==> src/rtl/gpzda_frame_controller_pkg.sv <==
// Shared constants, state encoding and ASCII hex helper for the GPZDA frame controller.
// Holds no logic of its own.
package gpzda_frame_controller_pkg;

    localparam logic [7:0] ASCII_DOLLAR = 8'h24;
    localparam logic [7:0] ASCII_COMMA  = 8'h2C;
    localparam logic [7:0] ASCII_STAR   = 8'h2A;
    localparam logic [7:0] ASCII_CR     = 8'h0D;
    localparam logic [7:0] ASCII_LF     = 8'h0A;

    localparam int              HDR_LEN = 5;
    localparam logic [8*5-1:0]  HDR_STR = "GPZDA";

    typedef enum logic [2:0] {
        ST_IDLE,
        ST_HDR,
        ST_SEP,
        ST_FIELD,
        ST_CS_HI,
        ST_CS_LO
    } state_t;

    typedef struct packed {
        logic       vld;
        logic [3:0] val;
    } hex_nib_t;

    // Uppercase hex only; lowercase digits are treated as invalid.
    function automatic hex_nib_t ascii_hex_nibble(input logic [7:0] c);
        hex_nib_t r;
        r.vld = 1'b0;
        r.val = 4'h0;
        if (c >= 8'h30 && c <= 8'h39) begin
            r.vld = 1'b1;
            r.val = c[3:0];
        end else if (c >= 8'h41 && c <= 8'h46) begin
            r.vld = 1'b1;
            r.val = c[3:0] + 4'd9;
        end
        return r;
    endfunction

endpackage

==> src/rtl/gpzda_frame_controller_if.sv <==
// Byte-in / field-out bundle between the UART receiver, the frame controller and the ZDA decoders.
// master drives bytes and observes fields; slave is the frame controller side.
interface gpzda_frame_controller_if #(parameter int IDX_W = 3);
    logic             load;
    logic [7:0]       data;
    logic             field_valid;
    logic [IDX_W-1:0] field_index;
    logic [7:0]       field_char;
    logic             field_start;
    logic             frame_done;
    logic             checksum_ok;
    logic             frame_error;

    modport master (
        output load, data,
        input  field_valid, field_index, field_char, field_start,
        input  frame_done, checksum_ok, frame_error
    );

    modport slave (
        input  load, data,
        output field_valid, field_index, field_char, field_start,
        output frame_done, checksum_ok, frame_error
    );
endinterface

==> src/rtl/gpzda_frame_controller_comparer.sv <==
// Matches a byte stream against a fixed L-byte reference string.
// Latency: reject/resolve are combinational on the loaded byte; restart wins over load.
// Backpressure: none, one byte per load.
module gpzda_frame_controller_comparer #(
    parameter int             L   = 5,
    parameter logic [8*L-1:0] REF = '0
) (
    input  logic       clock,
    input  logic       reset,
    input  logic       restart,
    input  logic       load,
    input  logic [7:0] data,
    output logic       resolve,
    output logic       reject
);
    localparam int POS_W = $clog2(L + 1);

    // Remaining reference bytes, next expected byte in the top slot.
    logic [8*L-1:0]   remain;
    logic [POS_W-1:0] cnt;
    logic             active;
    logic             hit;
    logic             match;

    assign hit     = load && !restart && active;
    assign match   = (data == remain[8*L-1 -: 8]);
    assign reject  = hit && !match;
    assign resolve = hit && match && (cnt == POS_W'(L - 1));

    always_ff @(posedge clock) begin
        if (reset) begin
            remain <= '0;
            cnt    <= '0;
            active <= 1'b0;
        end else if (restart) begin
            remain <= REF;
            cnt    <= '0;
            active <= 1'b1;
        end else if (hit) begin
            remain <= remain << 8;
            cnt    <= cnt + 1'b1;
            if (reject || resolve) active <= 1'b0;
        end
    end
endmodule

==> src/rtl/gpzda_frame_controller.sv <==
// Receives one NMEA GPZDA sentence per frame, streams field characters and checks the XOR checksum.
// Latency: every output is registered, 1 cycle after the causing load.
// Backpressure: none, accepts one byte per load strobe.
module gpzda_frame_controller
    import gpzda_frame_controller_pkg::*;
#(
    parameter int N_FIELDS = 6,
    parameter int MAX_LEN  = 82,
    parameter int IDX_W    = 3
) (
    input  logic clock,
    input  logic reset,
    gpzda_frame_controller_if.slave bus
);
    localparam int LEN_W = $clog2(MAX_LEN + 2);

    state_t           state_q, state_n;
    logic [7:0]       xor_q, xor_n;
    logic [LEN_W-1:0] len_q, len_n;
    logic [IDX_W-1:0] idx_q, idx_n;
    logic [3:0]       hi_q, hi_n;
    logic [7:0]       char_q, char_n;
    logic             fv_q, fv_n, fs_q, fs_n;
    logic             done_q, done_n, ok_q, ok_n, err_q, err_n;

    logic       cmp_restart, cmp_load, cmp_resolve, cmp_reject;
    logic [7:0] d;
    hex_nib_t   hx;

    assign d        = bus.data;
    assign hx       = ascii_hex_nibble(d);
    assign cmp_load = bus.load && (state_q == ST_HDR);

    gpzda_frame_controller_comparer #(
        .L   (HDR_LEN),
        .REF (HDR_STR)
    ) u_cmp (
        .clock   (clock),
        .reset   (reset),
        .restart (cmp_restart),
        .load    (cmp_load),
        .data    (d),
        .resolve (cmp_resolve),
        .reject  (cmp_reject)
    );

    always_comb begin
        state_n     = state_q;
        xor_n       = xor_q;
        len_n       = len_q;
        idx_n       = idx_q;
        hi_n        = hi_q;
        char_n      = char_q;
        fv_n        = 1'b0;
        fs_n        = 1'b0;
        done_n      = 1'b0;
        ok_n        = 1'b0;
        err_n       = 1'b0;
        cmp_restart = 1'b0;
        if (bus.load) begin
            if (d == ASCII_DOLLAR) begin
                // Resync from any state, no error reported for the dropped frame.
                state_n     = ST_HDR;
                xor_n       = 8'h00;
                len_n       = LEN_W'(1);
                cmp_restart = 1'b1;
            end else if (state_q != ST_IDLE) begin
                len_n = len_q + 1'b1;
                if (len_q == LEN_W'(MAX_LEN)) begin
                    err_n   = 1'b1;
                    state_n = ST_IDLE;
                end else begin
                    unique case (state_q)
                        ST_HDR: begin
                            xor_n = xor_q ^ d;
                            if (cmp_reject) begin
                                err_n   = 1'b1;
                                state_n = ST_IDLE;
                            end else if (cmp_resolve) begin
                                state_n = ST_SEP;
                            end
                        end
                        ST_SEP: begin
                            if (d == ASCII_COMMA) begin
                                xor_n   = xor_q ^ d;
                                idx_n   = '0;
                                fs_n    = 1'b1;
                                state_n = ST_FIELD;
                            end else begin
                                err_n   = 1'b1;
                                state_n = ST_IDLE;
                            end
                        end
                        ST_FIELD: begin
                            if (d == ASCII_CR || d == ASCII_LF) begin
                                err_n   = 1'b1;
                                state_n = ST_IDLE;
                            end else if (d == ASCII_COMMA) begin
                                if (idx_q < IDX_W'(N_FIELDS - 1)) begin
                                    xor_n = xor_q ^ d;
                                    idx_n = idx_q + 1'b1;
                                    fs_n  = 1'b1;
                                end else begin
                                    err_n   = 1'b1;
                                    state_n = ST_IDLE;
                                end
                            end else if (d == ASCII_STAR) begin
                                if (idx_q == IDX_W'(N_FIELDS - 1)) begin
                                    state_n = ST_CS_HI;
                                end else begin
                                    err_n   = 1'b1;
                                    state_n = ST_IDLE;
                                end
                            end else begin
                                xor_n  = xor_q ^ d;
                                fv_n   = 1'b1;
                                char_n = d;
                            end
                        end
                        ST_CS_HI: begin
                            if (hx.vld) begin
                                hi_n    = hx.val;
                                state_n = ST_CS_LO;
                            end else begin
                                err_n   = 1'b1;
                                state_n = ST_IDLE;
                            end
                        end
                        ST_CS_LO: begin
                            if (hx.vld) begin
                                done_n = 1'b1;
                                ok_n   = ({hi_q, hx.val} == xor_q);
                            end else begin
                                err_n = 1'b1;
                            end
                            state_n = ST_IDLE;
                        end
                        default: state_n = ST_IDLE;
                    endcase
                end
            end
        end
    end

    always_ff @(posedge clock) begin
        if (reset) begin
            state_q <= ST_IDLE;
            xor_q   <= 8'h00;
            len_q   <= '0;
            idx_q   <= '0;
            hi_q    <= 4'h0;
            char_q  <= 8'h00;
            fv_q    <= 1'b0;
            fs_q    <= 1'b0;
            done_q  <= 1'b0;
            ok_q    <= 1'b0;
            err_q   <= 1'b0;
        end else begin
            state_q <= state_n;
            xor_q   <= xor_n;
            len_q   <= len_n;
            idx_q   <= idx_n;
            hi_q    <= hi_n;
            char_q  <= char_n;
            fv_q    <= fv_n;
            fs_q    <= fs_n;
            done_q  <= done_n;
            ok_q    <= ok_n;
            err_q   <= err_n;
        end
    end

    assign bus.field_valid = fv_q;
    assign bus.field_index = idx_q;
    assign bus.field_char  = char_q;
    assign bus.field_start = fs_q;
    assign bus.frame_done  = done_q;
    assign bus.checksum_ok = ok_q;
    assign bus.frame_error = err_q;
endmodule

==> src/flat_wrapper.sv <==
// flat-port wrapper written by rule: the top's interface ports become plain ports
module gpzda_frame_controller_flat import gpzda_frame_controller_pkg::*;
#(
    parameter int N_FIELDS = 6,
    parameter int MAX_LEN  = 82,
    parameter int IDX_W    = 3
)
  (clock, reset, bus_load, bus_data, bus_field_valid, bus_field_index, bus_field_char, bus_field_start, bus_frame_done, bus_checksum_ok, bus_frame_error);
  gpzda_frame_controller_if #(.IDX_W(IDX_W)) bus_i ();
  input  logic clock;
  input  logic reset;
  input wire logic [$bits(bus_i.load)-1:0] bus_load;
  input wire logic [$bits(bus_i.data)-1:0] bus_data;
  output wire logic [$bits(bus_i.field_valid)-1:0] bus_field_valid;
  output wire logic [$bits(bus_i.field_index)-1:0] bus_field_index;
  output wire logic [$bits(bus_i.field_char)-1:0] bus_field_char;
  output wire logic [$bits(bus_i.field_start)-1:0] bus_field_start;
  output wire logic [$bits(bus_i.frame_done)-1:0] bus_frame_done;
  output wire logic [$bits(bus_i.checksum_ok)-1:0] bus_checksum_ok;
  output wire logic [$bits(bus_i.frame_error)-1:0] bus_frame_error;
  assign bus_i.load = bus_load;
  assign bus_i.data = bus_data;
  assign bus_field_valid = bus_i.field_valid;
  assign bus_field_index = bus_i.field_index;
  assign bus_field_char = bus_i.field_char;
  assign bus_field_start = bus_i.field_start;
  assign bus_frame_done = bus_i.frame_done;
  assign bus_checksum_ok = bus_i.checksum_ok;
  assign bus_frame_error = bus_i.frame_error;
  gpzda_frame_controller #(.N_FIELDS(N_FIELDS), .MAX_LEN(MAX_LEN), .IDX_W(IDX_W)) u_core (.clock(clock), .reset(reset), .bus(bus_i));
endmodule
==> config.mk <==
export PLATFORM = sky130hd
export DESIGN_NAME = gpzda_frame_controller_flat
export DESIGN_NICKNAME = d
export VERILOG_FILES = /design/src/rtl/gpzda_frame_controller_pkg.sv /design/src/rtl/gpzda_frame_controller_if.sv /design/src/rtl/gpzda_frame_controller_comparer.sv /design/src/rtl/gpzda_frame_controller.sv /design/src/flat_wrapper.sv
export SDC_FILE = /design/constraint.sdc
export NUM_CORES = 1
export LEC_CHECK = 0
export ABC_AREA = 1
export ABC_CLOCK_PERIOD_IN_PS = 4900
export CAP_MARGIN = 30
export CORE_MARGIN = 10
export CORE_UTILIZATION = 45
export DETAILED_ROUTE_END_ITERATION = 10
export GPL_ROUTABILITY_DRIVEN = 0
export RECOVER_POWER = 100
export SLEW_MARGIN = 20
export SYNTH_ARGS = -nofsm -noshare
export SYNTH_HDL_FRONTEND = slang
export SYNTH_SLANG_ARGS = --single-unit
==> constraint.sdc <==
create_clock -name clock -period 4.9 [get_ports clock]
set_clock_uncertainty 0.05 [all_clocks]
set_input_delay 0.98 -clock clock [delete_from_list [all_inputs] [get_ports clock]]
set_output_delay 0.98 -clock clock [all_outputs]
set_load 0.005 [all_outputs]
# Word-level counts from Yosys, hierarchy flattened
# Cells that the tools add are included.
# W data, S select, Z words.
totals:
  register_bits: 65
  input_bits: 11
  output_inout_bits: 16
  elab_cells: 149
op_classes:
  addsub: 4
  order_cmp: 5
  n_eq_ne: 27
  mux: 55
  bitwise_logic: 11
  reduce_logical: 32
op_table:
  columns: ["operator", "count"]
  rows:
  - ["$mux W39", 2]
  - ["$mux W8", 8]
  - ["$mux W3", 15]
  - ["$eq A8 B6 Y1 const B", 3]
  - ["$pmux W8 S3", 1]
  - ["$mux W1", 20]
  - ["$eq A8 B4 Y1 const B", 2]
  - ["$reduce_and A8 Y1", 2]
  - ["$mux W7", 2]
  - ["$eq A3 B3 Y1 const B", 4]
  - ["$pmux W3 S4", 1]
  - ["$mux W5", 2]
  - ["$not A1 Y1", 10]
  - ["$reduce_and A9 Y1", 1]
  - ["$eq A8 B7 Y1", 1]
  - ["$eq A8 B8 Y1", 1]
  - ["$ge A8 B6 Y1 const B", 1]
  - ["$ge A8 B7 Y1 const B", 1]
  - ["$le A8 B6 Y1 const B", 1]
  - ["$le A8 B7 Y1 const B", 1]
  - ["$logic_and A1 B1 Y1", 8]
  - ["$ne A2 B1 Y1 const B", 4]
  - ["$reduce_bool A2 Y1", 4]
  - ["$reduce_or A8 Y1", 1]
  - ["32 further kinds", 38]

# Logic depth before layout (Yosys ltp)
depth:
  word_depth: 14
  ltp_mapped: 14

# By module
# A second synthesis with hierarchy kept.
hier_totals:
  hier_cells: 485
  area_unflattened_um2: 3357.0
by_module_without_submodules:
  columns: ["module", "n_inst", "cells_each", "area_each_um2", "seq_area_each_um2"]
  rows:
  - ["gpzda_frame_controller", 1, 373, 2568.7, 760.7]
  - ["gpzda_frame_controller_comparer", 1, 112, 788.3, 320.3]

# Least setup slack after synthesis
# Ideal clock, no wire load.
synth_timing:
  path_type: "input-to-reg"
  startpoint: "input bus_data[0]"
  endpoint: "register u_core.xor_q[0]"
  setup_ns: 0.132
  arrival_time_ns: 2.343
  t_required_ns: 4.718
  slack_ns: 2.375
  cell_stages: 11
  path_buffers: 0
  cell_sequence: "inv_1 -> ha_1 -> nand3_1 -> nor2_4 -> inv_2 -> nand3_1 -> o21ai_1 -> nor2_4 -> nand2_2 -> nand2_1 -> a21oi_1"
synth_via:
  elab_chain_cells: 8
  word_cells_on_any_way: 24
  classes_between: "eq/ne: 10; mux: 9; bitwise: 1; reduce/logical: 4"
synth_lines:
  columns: ["element", "line_no", "text"]
  rows:
  - ["from (decl)", "flat_wrapper.sv:13", "input wire logic [$bits(bus_i.data)-1:0] bus_data;"]
  - ["$xor A8 B8 Y8", null, null]
  - ["$mux W8, on equally long branches", "gpzda_frame_controller.sv:107, gpzda_frame_controller.sv:99", null]
  - ["$mux W8", "gpzda_frame_controller.sv:98", "end else if (d == ASCII_COMMA) begin"]
  - ["$mux W8", "gpzda_frame_controller.sv:95", "if (d == ASCII_CR || d == ASCII_LF) begin"]
  - ["$pmux W8 S3", "gpzda_frame_controller.sv:73", "unique case (state_q)"]
  - ["$mux W8", "gpzda_frame_controller.sv:69", "if (len_q == LEN_W'(MAX_LEN)) begin"]
  - ["$mux W8", "gpzda_frame_controller.sv:67", "end else if (state_q != ST_IDLE) begin"]
  - ["$mux W8", "gpzda_frame_controller.sv:61", "if (d == ASCII_DOLLAR) begin"]
  - ["to (signal assigned)", "gpzda_frame_controller.sv:160", "xor_q <= xor_n;"]
  - ["to (decl)", "gpzda_frame_controller.sv:18", "logic [7:0] xor_q, xor_n;"]
# Several ways; a longest one is shown, not always the timed one. The select of a mux whose other input is x is not followed.
# A chain may end at the register's enable or synchronous reset.

# Worst setup path after layout
layout_timing:
  startpoint: "input bus_data[0]"
  endpoint: "register u_core.xor_q[5]"
layout_via:
  elab_chain_cells: 7
  word_cells_on_any_way: 20
  classes_between: "eq/ne: 10; mux: 6; reduce/logical: 4"
layout_lines:
  columns: ["element", "line_no"]
  rows:
  - ["$eq A8 B6 Y1", "gpzda_frame_controller.sv:84, gpzda_frame_controller.sv:98"]
  - ["$mux W8", "gpzda_frame_controller.sv:98"]
  - ["$mux W8", "gpzda_frame_controller.sv:95"]
  - ["$pmux W8 S3", "gpzda_frame_controller.sv:73"]
  - ["$mux W8", "gpzda_frame_controller.sv:69"]
  - ["$mux W8", "gpzda_frame_controller.sv:67"]
  - ["$mux W8", "gpzda_frame_controller.sv:61"]
# Several ways; a longest one is shown, not always the timed one. The select of a mux whose other input is x is not followed.

==> reports/summary.txt <==
Synth Area in Simple Gates -> 31.60%
Avg Cell Area, Syn -> 6.854 µm²
crit path DAT -> 4.22 ns
post-route ant nets -> 0
drt drc -> 0
clock sinks -> 54
Setup TNS Final -> 0 ns
most common cell after layout, fill and taps aside -> nand2_1
die height -> 101.4 µm
DRT Wirelength -> 7508 µm
Hold Fails Final Rpt -> 0
crit path cell chain -> dlygate4sd3_1 -> inv_1 -> ha_1 -> nand3_1 -> nor2_4 -> o21ai_0 -> nor2_1 -> nand2_1 -> nand2_1 -> a21oi_1
area fraction in compound gates after synthesis -> 15.07%
Num CTS Buffers -> 5
Post-synth EDFFs -> 0
area of the multi-input gates -> 1609 µm²
CTS max path bufs -> 2
Adder-Cell Fraction of Synth Area -> 4.196%
proportion of synthesized chip area in sequential cells -> 36.26%
FP Rows -> 29
# diodes -> 0
status -> completed
via/cell ratio -> 5.156
I/O pins -> 27
pin count of the biggest net entering global routing -> 24
Startpoint Class -> input port
CP peak stage delay -> 0.65 ns
vias in the first global route -> 2635
crit-path most repeated cell -> nand2_1
Initial Util -> 46.69%
synth unique cells -> 34
initial antenna violation count -> 0
Die ar. -> 10280 µm²
grt ovf -> 0
Mapped Area -> 2982 µm²
max cap viols -> 0
Initial DRC Count -> 144
CP Capture Type -> register
period utilisation layout -> 83.06%
Total Routing Usage GR -> 14.96%
main combinational cell family by area after synthesis -> simple AND/OR/NAND/NOR gates
NumNets Final -> 482
Power Density -> 267.7 nW/µm²
Max-slew headroom -> 39.32%
# fillers -> 665
vias post-DR -> 2779
Clock transition at path regs -> 0.10 ns
Core Region -> 6386 µm²
final core occ -> 52.49%
peak fanout along the critical path -> 17
CTS resizes -> 0
Req. time, crit path -> 5.05 ns
Post-synth ARST share -> 0%
share of cells above drive strength 1 -> 5.628%
Ys Warns -> 0
Least-Margin Pin Slew -> 0.9007 ns
Synth Area in XOR/XNOR -> 4.406%
Die Span X -> 101.4 µm
area delta synth->final -> 12.42%
Slowest-stage cell, CP -> dlygate4sd3_1
Hold Buf Count CTS -> 0
clk root buf -> clkbuf_8
Setup Buffers After CTS -> 0
H-tree levels -> 2
Final setup viols -> 0
Pre-antenna DRT Iters -> 4
Synth Instances -> 435
register area -> 1081 µm²
PortBufs -> 26
HP Class -> reg -> reg
fin crit period -> 4.070 ns
first-pass GRT wire length -> 12730 µm
Syn Nets -> 456
f_max -> 245.7 MHz
Yosys reg bits -> 54
leading cell types in the layout, fill and taps excluded -> 101 x nand2_1, 54 x dfxtp_1, 50 x nor2_1, 50 x inv_1, 43 x a21oi_1
kind of critical path -> in -> reg
CTS tree -> yes
Pins Over Slew Limit -> 0
total power -> 0.8974 mW
worst-skew pair later-pin latency -> 0.31 ns
Pleak -> 1.426 nW
Post-DP HPWL -> 5811 µm
maximum VDD drop -> 0.1637 mV
RSZ-0062 raised after global routing -> false
Most used DFF post-synth -> dfxtp_1
mux cell area share after synthesis -> 0%
Wirelength per Cell -> 13.93 µm
-- synthesized netlist by cell type, drive strengths merged, types with 4 or more instances --
cell type | number | area [µm²]
a31oi | 5 | 31.28
ha | 10 | 125.1
dfxtp | 54 | 1081
buf | 4 | 35.03
xnor2 | 10 | 87.58
nor3 | 6 | 40.04
clkbuf | 4 | 15.01
nand2 | 102 | 397.9
inv | 54 | 202.7
xor2 | 5 | 43.79
a21oi | 44 | 224.0
nor2 | 54 | 245.2
o21ai | 34 | 173.9
nand3 | 37 | 200.2
-- cell families (layout without fill, tap and decap cells) --
family,after synthesis,count (layout)
buffers and inverters,62,89
DFF,54,54
AOI/OAI and AO/OA,86,86
adders and majority gates,10,10
xor gates and xnor gates,15,15
and+or+nand+nor,208,208
-- cell type report --
cell class / instances / area share [%]
inverter: 54 / 6.047
timing repair buffer: 27 / 7.988
sequential: 54 / 32.25
multi-input combinational: 319 / 48.00
tap: 77 / 2.874
clock buffer: 6 / 2.464
clock inverter: 2 / 0.3733
-- report_power, final --
group	switching, mW	internal (mW)
Clock	0.146	0.114
Combinational	0.102	0.0619
Sequential	0.0190	0.455
-- through the flow --
stage	hold WS (ns)	cells	area [µm²]	setup slack (ns)
3_3_place_gp	0.4024	531	3296	1.292
3_5_place_dp	0.4065	531	3296	1.175
2_1_floorplan	0.3719	435	2982	2.375
6_report	0.4155	539	3352	0.8299
4_1_cts	0.4231	539	3391	1.507
5_1_grt	0.4400	539	3352	0.6424
-- worst max-delay path: cells and delay by family --
kind / cells / cell delay, ns
compound gates: 2 / 0.46
fa+ha+maj: 1 / 0.29
buf+inv: 2 / 0.87
simple gates: 5 / 1.61
-- routing by layer --
| metal | routed length (µm) | track usage [%] | up-vias |
|---|---|---|---|
| met5 | 0 | 0 | - |
| met4 | 95 | 3.966 | 0 |
| met1 | 3772 | 20.41 | 1252 |
| met2 | 3189 | 23.19 | 63 |
| li1 | - | - | 1456 |
| met3 | 451 | 3.268 | 8 |
-- state kept, by name, indices dropped and copies added (netlist names), 3 cells and up --
| signal | flops |
|---|---|
| u_core.bus.field_char | 8 |
| u_core.bus.field_index | 3 |
| u_core.hi_q | 4 |
| u_core.len_q | 7 |
| u_core.state_q | 3 |
| u_core.u_cmp.cnt | 3 |
| u_core.u_cmp.remain | 12 |
| u_core.xor_q | 8 |
-- final timing paths --
| check | start | endpoint | slack, ns | cells after the start |
|---|---|---|---|---|
| setup reg to reg | u_core.state_q[0] | u_core.state_q[2] | 2.31 | 11 |
| setup / recovery | bus_data[0] | u_core.xor_q[5] | 0.83 | 10 |
| hold / removal | u_core.u_cmp.cnt[2] | u_core.u_cmp.cnt[2] | 0.42 | 1 |
| hold reg to reg | u_core.u_cmp.cnt[2] | u_core.u_cmp.cnt[2] | 0.42 | 1 |
No activity file was read; power rests on OpenSTA's default activity.
